==> src/rtl/wb_cmd_master_16.sv <==
// Wishbone classic command master: accepts one write/read/poll command at a
// time, runs the bus cycle(s) with an ack timeout, and returns one response.
//
// Handshakes: a transfer happens on a rising edge where valid && ready are
// both high; the sender holds its payload stable while valid is high and
// ready is low. cmd_ready is high only in IDLE; rsp_valid only in RESP.
module wb_cmd_master_16 #(
    parameter int ADDR_WIDTH   = 3,
    parameter int DATA_WIDTH   = 16,
    parameter int SELECT_WIDTH = DATA_WIDTH / 8,
    parameter int TIMEOUT      = 1024,
    parameter int POLL_MAX     = 256
) (
    input  logic                    clk,
    input  logic                    rst,
    // command channel
    input  logic                    cmd_valid,
    output logic                    cmd_ready,
    input  logic [1:0]              cmd_op,
    input  logic [ADDR_WIDTH-1:0]   cmd_adr,
    input  logic [DATA_WIDTH-1:0]   cmd_dat,
    input  logic [DATA_WIDTH-1:0]   cmd_mask,
    input  logic [SELECT_WIDTH-1:0] cmd_sel,
    // response channel
    output logic                    rsp_valid,
    input  logic                    rsp_ready,
    output logic [DATA_WIDTH-1:0]   rsp_dat,
    output logic                    rsp_err,
    // Wishbone classic master port
    output logic [ADDR_WIDTH-1:0]   wbm_adr_o,
    output logic [DATA_WIDTH-1:0]   wbm_dat_o,
    input  logic [DATA_WIDTH-1:0]   wbm_dat_i,
    output logic                    wbm_we_o,
    output logic [SELECT_WIDTH-1:0] wbm_sel_o,
    output logic                    wbm_stb_o,
    input  logic                    wbm_ack_i,
    output logic                    wbm_cyc_o,
    // current FSM state, for observation only
    output logic [1:0]              dbg_state
);

    localparam int TW = $clog2(TIMEOUT + 1);
    localparam int PW = $clog2(POLL_MAX + 1);

    localparam logic [1:0] OP_WRITE = 2'd0;
    localparam logic [1:0] OP_READ  = 2'd1;
    localparam logic [1:0] OP_POLL  = 2'd2;
    localparam logic [1:0] OP_RSVD  = 2'd3;

    typedef enum logic [1:0] {
        IDLE = 2'd0,
        BUS  = 2'd1,
        GAP  = 2'd2,
        RESP = 2'd3
    } state_t;

    state_t state;
    state_t next_state;

    // latched command
    logic [1:0]              op_q;
    logic [ADDR_WIDTH-1:0]   adr_q;
    logic [DATA_WIDTH-1:0]   dat_q;
    logic [DATA_WIDTH-1:0]   mask_q;
    logic [SELECT_WIDTH-1:0] sel_q;

    // cycles spent in the current bus cycle, and poll reads already completed
    logic [TW-1:0]           tmo_cnt;
    logic [PW-1:0]           poll_cnt;

    // held response
    logic [DATA_WIDTH-1:0]   rsp_dat_q;
    logic                    rsp_err_q;

    logic accept;
    logic poll_match;
    logic tmo_hit;
    logic last_read;

    assign accept     = cmd_valid && (state == IDLE) && !rst;
    assign poll_match = ((wbm_dat_i ^ dat_q) & mask_q) == '0;
    // Last permitted BUS cycle; an ack arriving here still wins over timeout.
    assign tmo_hit    = (tmo_cnt == TW'(TIMEOUT - 1));
    assign last_read  = (poll_cnt == PW'(POLL_MAX - 1));

    // State register.
    always_ff @(posedge clk) begin
        if (rst) begin
            state <= IDLE;
        end else begin
            state <= next_state;
        end
    end

    // Next-state logic: ack has priority over timeout; poll mismatches loop via GAP.
    always_comb begin
        next_state = state;
        case (state)
            IDLE: begin
                if (accept) begin
                    next_state = (cmd_op == OP_RSVD) ? RESP : BUS;
                end
            end
            BUS: begin
                if (wbm_ack_i) begin
                    if ((op_q == OP_POLL) && !poll_match && !last_read) begin
                        next_state = GAP;
                    end else begin
                        next_state = RESP;
                    end
                end else if (tmo_hit) begin
                    next_state = RESP;
                end
            end
            GAP: begin
                next_state = BUS;
            end
            RESP: begin
                if (rsp_ready) begin
                    next_state = IDLE;
                end
            end
            default: next_state = IDLE;
        endcase
    end

    // Command latch, counters and response capture.
    always_ff @(posedge clk) begin
        if (rst) begin
            op_q      <= '0;
            adr_q     <= '0;
            dat_q     <= '0;
            mask_q    <= '0;
            sel_q     <= '0;
            tmo_cnt   <= '0;
            poll_cnt  <= '0;
            rsp_dat_q <= '0;
            rsp_err_q <= 1'b0;
        end else begin
            case (state)
                IDLE: begin
                    if (accept) begin
                        op_q      <= cmd_op;
                        adr_q     <= cmd_adr;
                        dat_q     <= cmd_dat;
                        mask_q    <= cmd_mask;
                        sel_q     <= cmd_sel;
                        tmo_cnt   <= '0;
                        poll_cnt  <= '0;
                        rsp_dat_q <= '0;
                        rsp_err_q <= (cmd_op == OP_RSVD);
                    end
                end
                BUS: begin
                    tmo_cnt <= tmo_cnt + TW'(1);
                    if (wbm_ack_i) begin
                        poll_cnt  <= poll_cnt + PW'(1);
                        rsp_dat_q <= (op_q == OP_WRITE) ? '0 : wbm_dat_i;
                        rsp_err_q <= (op_q == OP_POLL) && !poll_match && last_read;
                    end else if (tmo_hit) begin
                        rsp_dat_q <= '0;
                        rsp_err_q <= 1'b1;
                    end
                end
                GAP: begin
                    tmo_cnt <= '0;
                end
                default: begin
                end
            endcase
        end
    end

    // Outputs decoded from state; bus signals are driven only while in BUS.
    always_comb begin
        cmd_ready = (state == IDLE) && !rst;
        rsp_valid = (state == RESP);
        rsp_dat   = (state == RESP) ? rsp_dat_q : '0;
        rsp_err   = (state == RESP) ? rsp_err_q : 1'b0;
        wbm_cyc_o = (state == BUS);
        wbm_stb_o = (state == BUS);
        wbm_we_o  = (state == BUS) && (op_q == OP_WRITE);
        wbm_adr_o = (state == BUS) ? adr_q : '0;
        wbm_sel_o = (state == BUS) ? sel_q : '0;
        wbm_dat_o = ((state == BUS) && (op_q == OP_WRITE)) ? dat_q : '0;
        dbg_state = state;
    end

endmodule

==> config.mk <==
export PLATFORM = sky130hd
export DESIGN_NAME = wb_cmd_master_16
export DESIGN_NICKNAME = d
export VERILOG_FILES = /design/src/rtl/wb_cmd_master_16.sv
export SDC_FILE = /design/constraint.sdc
export NUM_CORES = 1
export LEC_CHECK = 0
export BUFFER_PORTS_ARGS = -buffer_cell sky130_fd_sc_hd__buf_2
export CAP_MARGIN = 0
export CORE_ASPECT_RATIO = 1.25
export CORE_MARGIN = 8
export CORE_UTILIZATION = 35
export CTS_CLUSTER_DIAMETER = 50
export DETAILED_ROUTE_END_ITERATION = 7
export GPL_TIMING_DRIVEN = 1
export PLACE_DENSITY = 0.63
export SYNTH_ARGS = -nofsm -noshare
export SYNTH_HDL_FRONTEND = slang
export SYNTH_SLANG_ARGS = --single-unit
==> constraint.sdc <==
create_clock -name clk -period 1.75 [get_ports clk]
set_input_delay 0.0875 -clock clk [delete_from_list [all_inputs] [get_ports clk]]
set_output_delay 0.0875 -clock clk [all_outputs]
set_load 0.005 [all_outputs]
==> results.yml <==
synth:
  yosys_warnings: 0
  synth_commonest_cells: "dfxtp_1, a22o_1, nand3_1"
  async_flop_share_pct: 0
  synth_top_family_by_area: "simple AND/OR/NAND/NOR gates"
  synth-main-ff-cell: "dfxtp_1"
  synth_cells: 387
  synthesis.area_sq_mm: 0.00350
  synth_top_area_share_pct: 44.7
  synth_mux_area_share_pct: 0
  ys_top_cells_by_area: "dfxtp_1, a22o_1, xor2_1, and2_1, nand3_1"
  ys_ff_latch: 78
  synth_compound_area_share_pct: 22.3
  seq_area_frac_synth_pct: 44.7
  synth-edff-count: 0
  synth_fa_ha_area_share_pct: 1.07
  synth_most_common_cell: "dfxtp_1"
  synth_top_area_cell: "dfxtp_1"
  synth_cell_types: 45
  synthSimpleGateAreaFrac_pct: 22.8
  yosys.area_share.xor_xnor_pct: 5.26
  synth_nets: 450
  synthesis.area_per_instance_sq_um: 9.04
power_and_ir_drop:
  power_density_mw_per_mm2: 901
  ir_worst_vdd_mv: 0.667
  leakage_nw: 2.20
final_layout:
  syn_to_final_growth_pct: 42.6
  antenna_cells: 0
  stdcell_area_sq_mm: 0.00499
  drive_gt1_share_pct: 28.0
  fin_nets: 598
worst_setup_path:
  cp_num_buf_inv: 2
  setup.worst_path.class: "flop to output port"
  reg2reg_setup_slack_ps: 130
  start_kind: "flop"
  path_delay_family: "simple AND/OR/NAND/NOR gates"
  worstPathCellList: "nand2b_4, nor3_4, buf_4, and2_1, buf_2"
  cp_slowest_cell: "dfxtp_1"
  slowest_delay_ps: 360
  required_ps: 1660
  crit_fanout: 9
  worstPathArrival_ps: 1560
  crit_path_end_kind: "output port"
sta:
  finalMaxSlewViolations: 0
  tightest_slew_ps: 385
  fmax_mhz: 609
  finalClockSkew_ps: 4.59
  fin_crit_sh_pct: 93.9
  finalSetupViolations: 0
  slew_headroom_pct: 74.3
  min_period_ps: 1640
  hold_violations: 0
  timing.setup.tns_ps: 0
  fin_ws_ps: 107
  rsz0062_at_grt: "no"
routing:
  vias: 3404
  ant_nets: 0
  via_per_inst: 5.10
  drt_iter0_drc: 160
  drt_pass1_iterations: 4
  drc: 0
  drt-total-wl_mm: 10.6
  wl_per_cell_um: 15.9
global_routing:
  grtUsageMet1_pct: 17.8
  grt_pass1_vias: 3472
  grt_max_degree: 40
  antenna_found_initial: 0
  grt_pass1_wl_mm: 17.1
  grtUsageMet2_pct: 27.4
  grt_overflow: 0
  grt.total_usage_pct: 15.8
  grt_util_met3_pct: 3.92
  busiest_layer: "met2"
clock_network:
  cts_buffer_depth: 2
  root_buffer: "clkbuf_16"
  htree_levels: 3
  cts_sinks: 78
  clkLatencyLatePin_ps: 330
  cts.reportedPaths.clkPinSlew_ps: 60
  cts_tree: "yes"
  post-cts-setup-buffers: 0
  cts_inserted_buffers: 9
floorplanning:
  die_w_um: 105
  fp-row-count: 41
  core_area_sq_mm: 0.00990
  ios: 105
  die_h_um: 128
  start_util_pct: 35.3
  dieArea_sq_mm: 0.0135
place:
  dpl_worst_slack_ps: 87.9
  dpl_cell_area_sq_mm: 0.00426
  gp_congestion: 0.836
  io_buffers: 104
  hpwl_mm: 7.53
run_status:
  status: "finished, final reports clean"
run:
  max_cap_viol_count: 0
min_path:
  min_path_type: "primary input to flop"
## worst register-to-register path: stages (launching register included)
cell and delay (ps):
dfxtp_1 400, nand4_1 230, nor4_4 290, buf_4 160, nand2_1 60, a211o_1 290, o22ai_1 120
## logic make-up (layout without fill, tap and decap cells)
kind of cell / count (synthesis) / count (layout)
AO/OA/AOI/OAI: 109 / 109
flip-flops: 78 / 78
adder cells (fa/ha/maj): 3 / 3
AND/OR/NAND/NOR: 146 / 146
XOR/XNOR: 21 / 21
buffers and inverters: 30 / 182
## power breakdown
part,total (W),switching (W),internal (W)
combinational,0.000719,0.000373,0.000346
clock,0.00184,0.000709,0.00113
sequential,0.00194,0.0000706,0.00186
## flip-flops by register name, indices dropped and copies added (netlist names), 2 cells and up
| signal | flops |
|---|---|
| adr_q | 3 |
| dat_q | 16 |
| dbg_state | 2 |
| mask_q | 16 |
| op_q | 2 |
| poll_cnt | 9 |
| rsp_dat_q | 16 |
| sel_q | 2 |
| tmo_cnt | 11 |
## metrics by stage
stage | util (%) | hold WS, ps | std cells | total power, W
2_1_floorplan | - | 218 | 387 | 0.00232
3_3_place_gp | 43.1 | 303 | 613 | 0.00260
3_5_place_dp | 43.1 | 306 | 613 | 0.00261
4_1_cts | 50.2 | 1.41 | 668 | 0.00452
5_1_grt | 50.4 | 14.5 | 668 | 0.00468
6_report | 50.4 | 13.4 | 668 | 0.00449
## path summary, 6_finish.rpt
path                  from            end  depth (start not counted)
max           dbg_state[1]  wbm_dat_o[12]                          5
min           wbm_dat_i[3]   rsp_dat_q[3]                          3
max reg2reg     tmo_cnt[4]      rsp_err_q                          6
min reg2reg  rsp_dat_q[14]  rsp_dat_q[14]                          2
## timing repair
item                                    in CTS  in global routing
hold endpoints to repair                    39                  0
cloned                                       1                  0
endpoints found under the setup margin      19                 17
resized for setup                            8                  3
pin swaps                                    0                  1
hold buffers                                39                  0
## routing by layer
| layer | share of wire, % | up-vias |
|---|---|---|
| met5 | 0 | - |
| met3 | 5.3 | 15 |
| li1 | - | 1703 |
| met2 | 50 | 99 |
| met4 | 2.1 | 0 |
| met1 | 43 | 1587 |
## cell usage in the layout (no fill, tap or decap), drive strengths merged, types with 2 or more instances in the layout
cell type    instances
dfxtp               78
and3                18
a21oi               15
a22oi                9
clkinv               2
a211oi               4
xor2                20
inv                  3
nand2               14
nand4b               2
dlygate4sd3         39
buf                125
nand2b              18
nand4                5
or3                  2
ha                   3
a22o                39
nand3               25
nand3b               2
a31oi                3
o21ai               23
a311oi               4
and2                22
clkbuf              11
nor2                24
nor3                 7
a21o                 5
nor2b                2
nor4                 3
## layout make-up
cell class / instances / area [sq um]
clock buffers: 11 / 243
clock inverters: 4 / 47.5
fillers: 927 / 4910
inverters: 3 / 11.3
multi-input cells: 279 / 1860
flip-flops and latches: 78 / 1560
well taps: 129 / 161
repair buffers: 164 / 1110
Note: power is estimated with default switching activity, not from simulation.
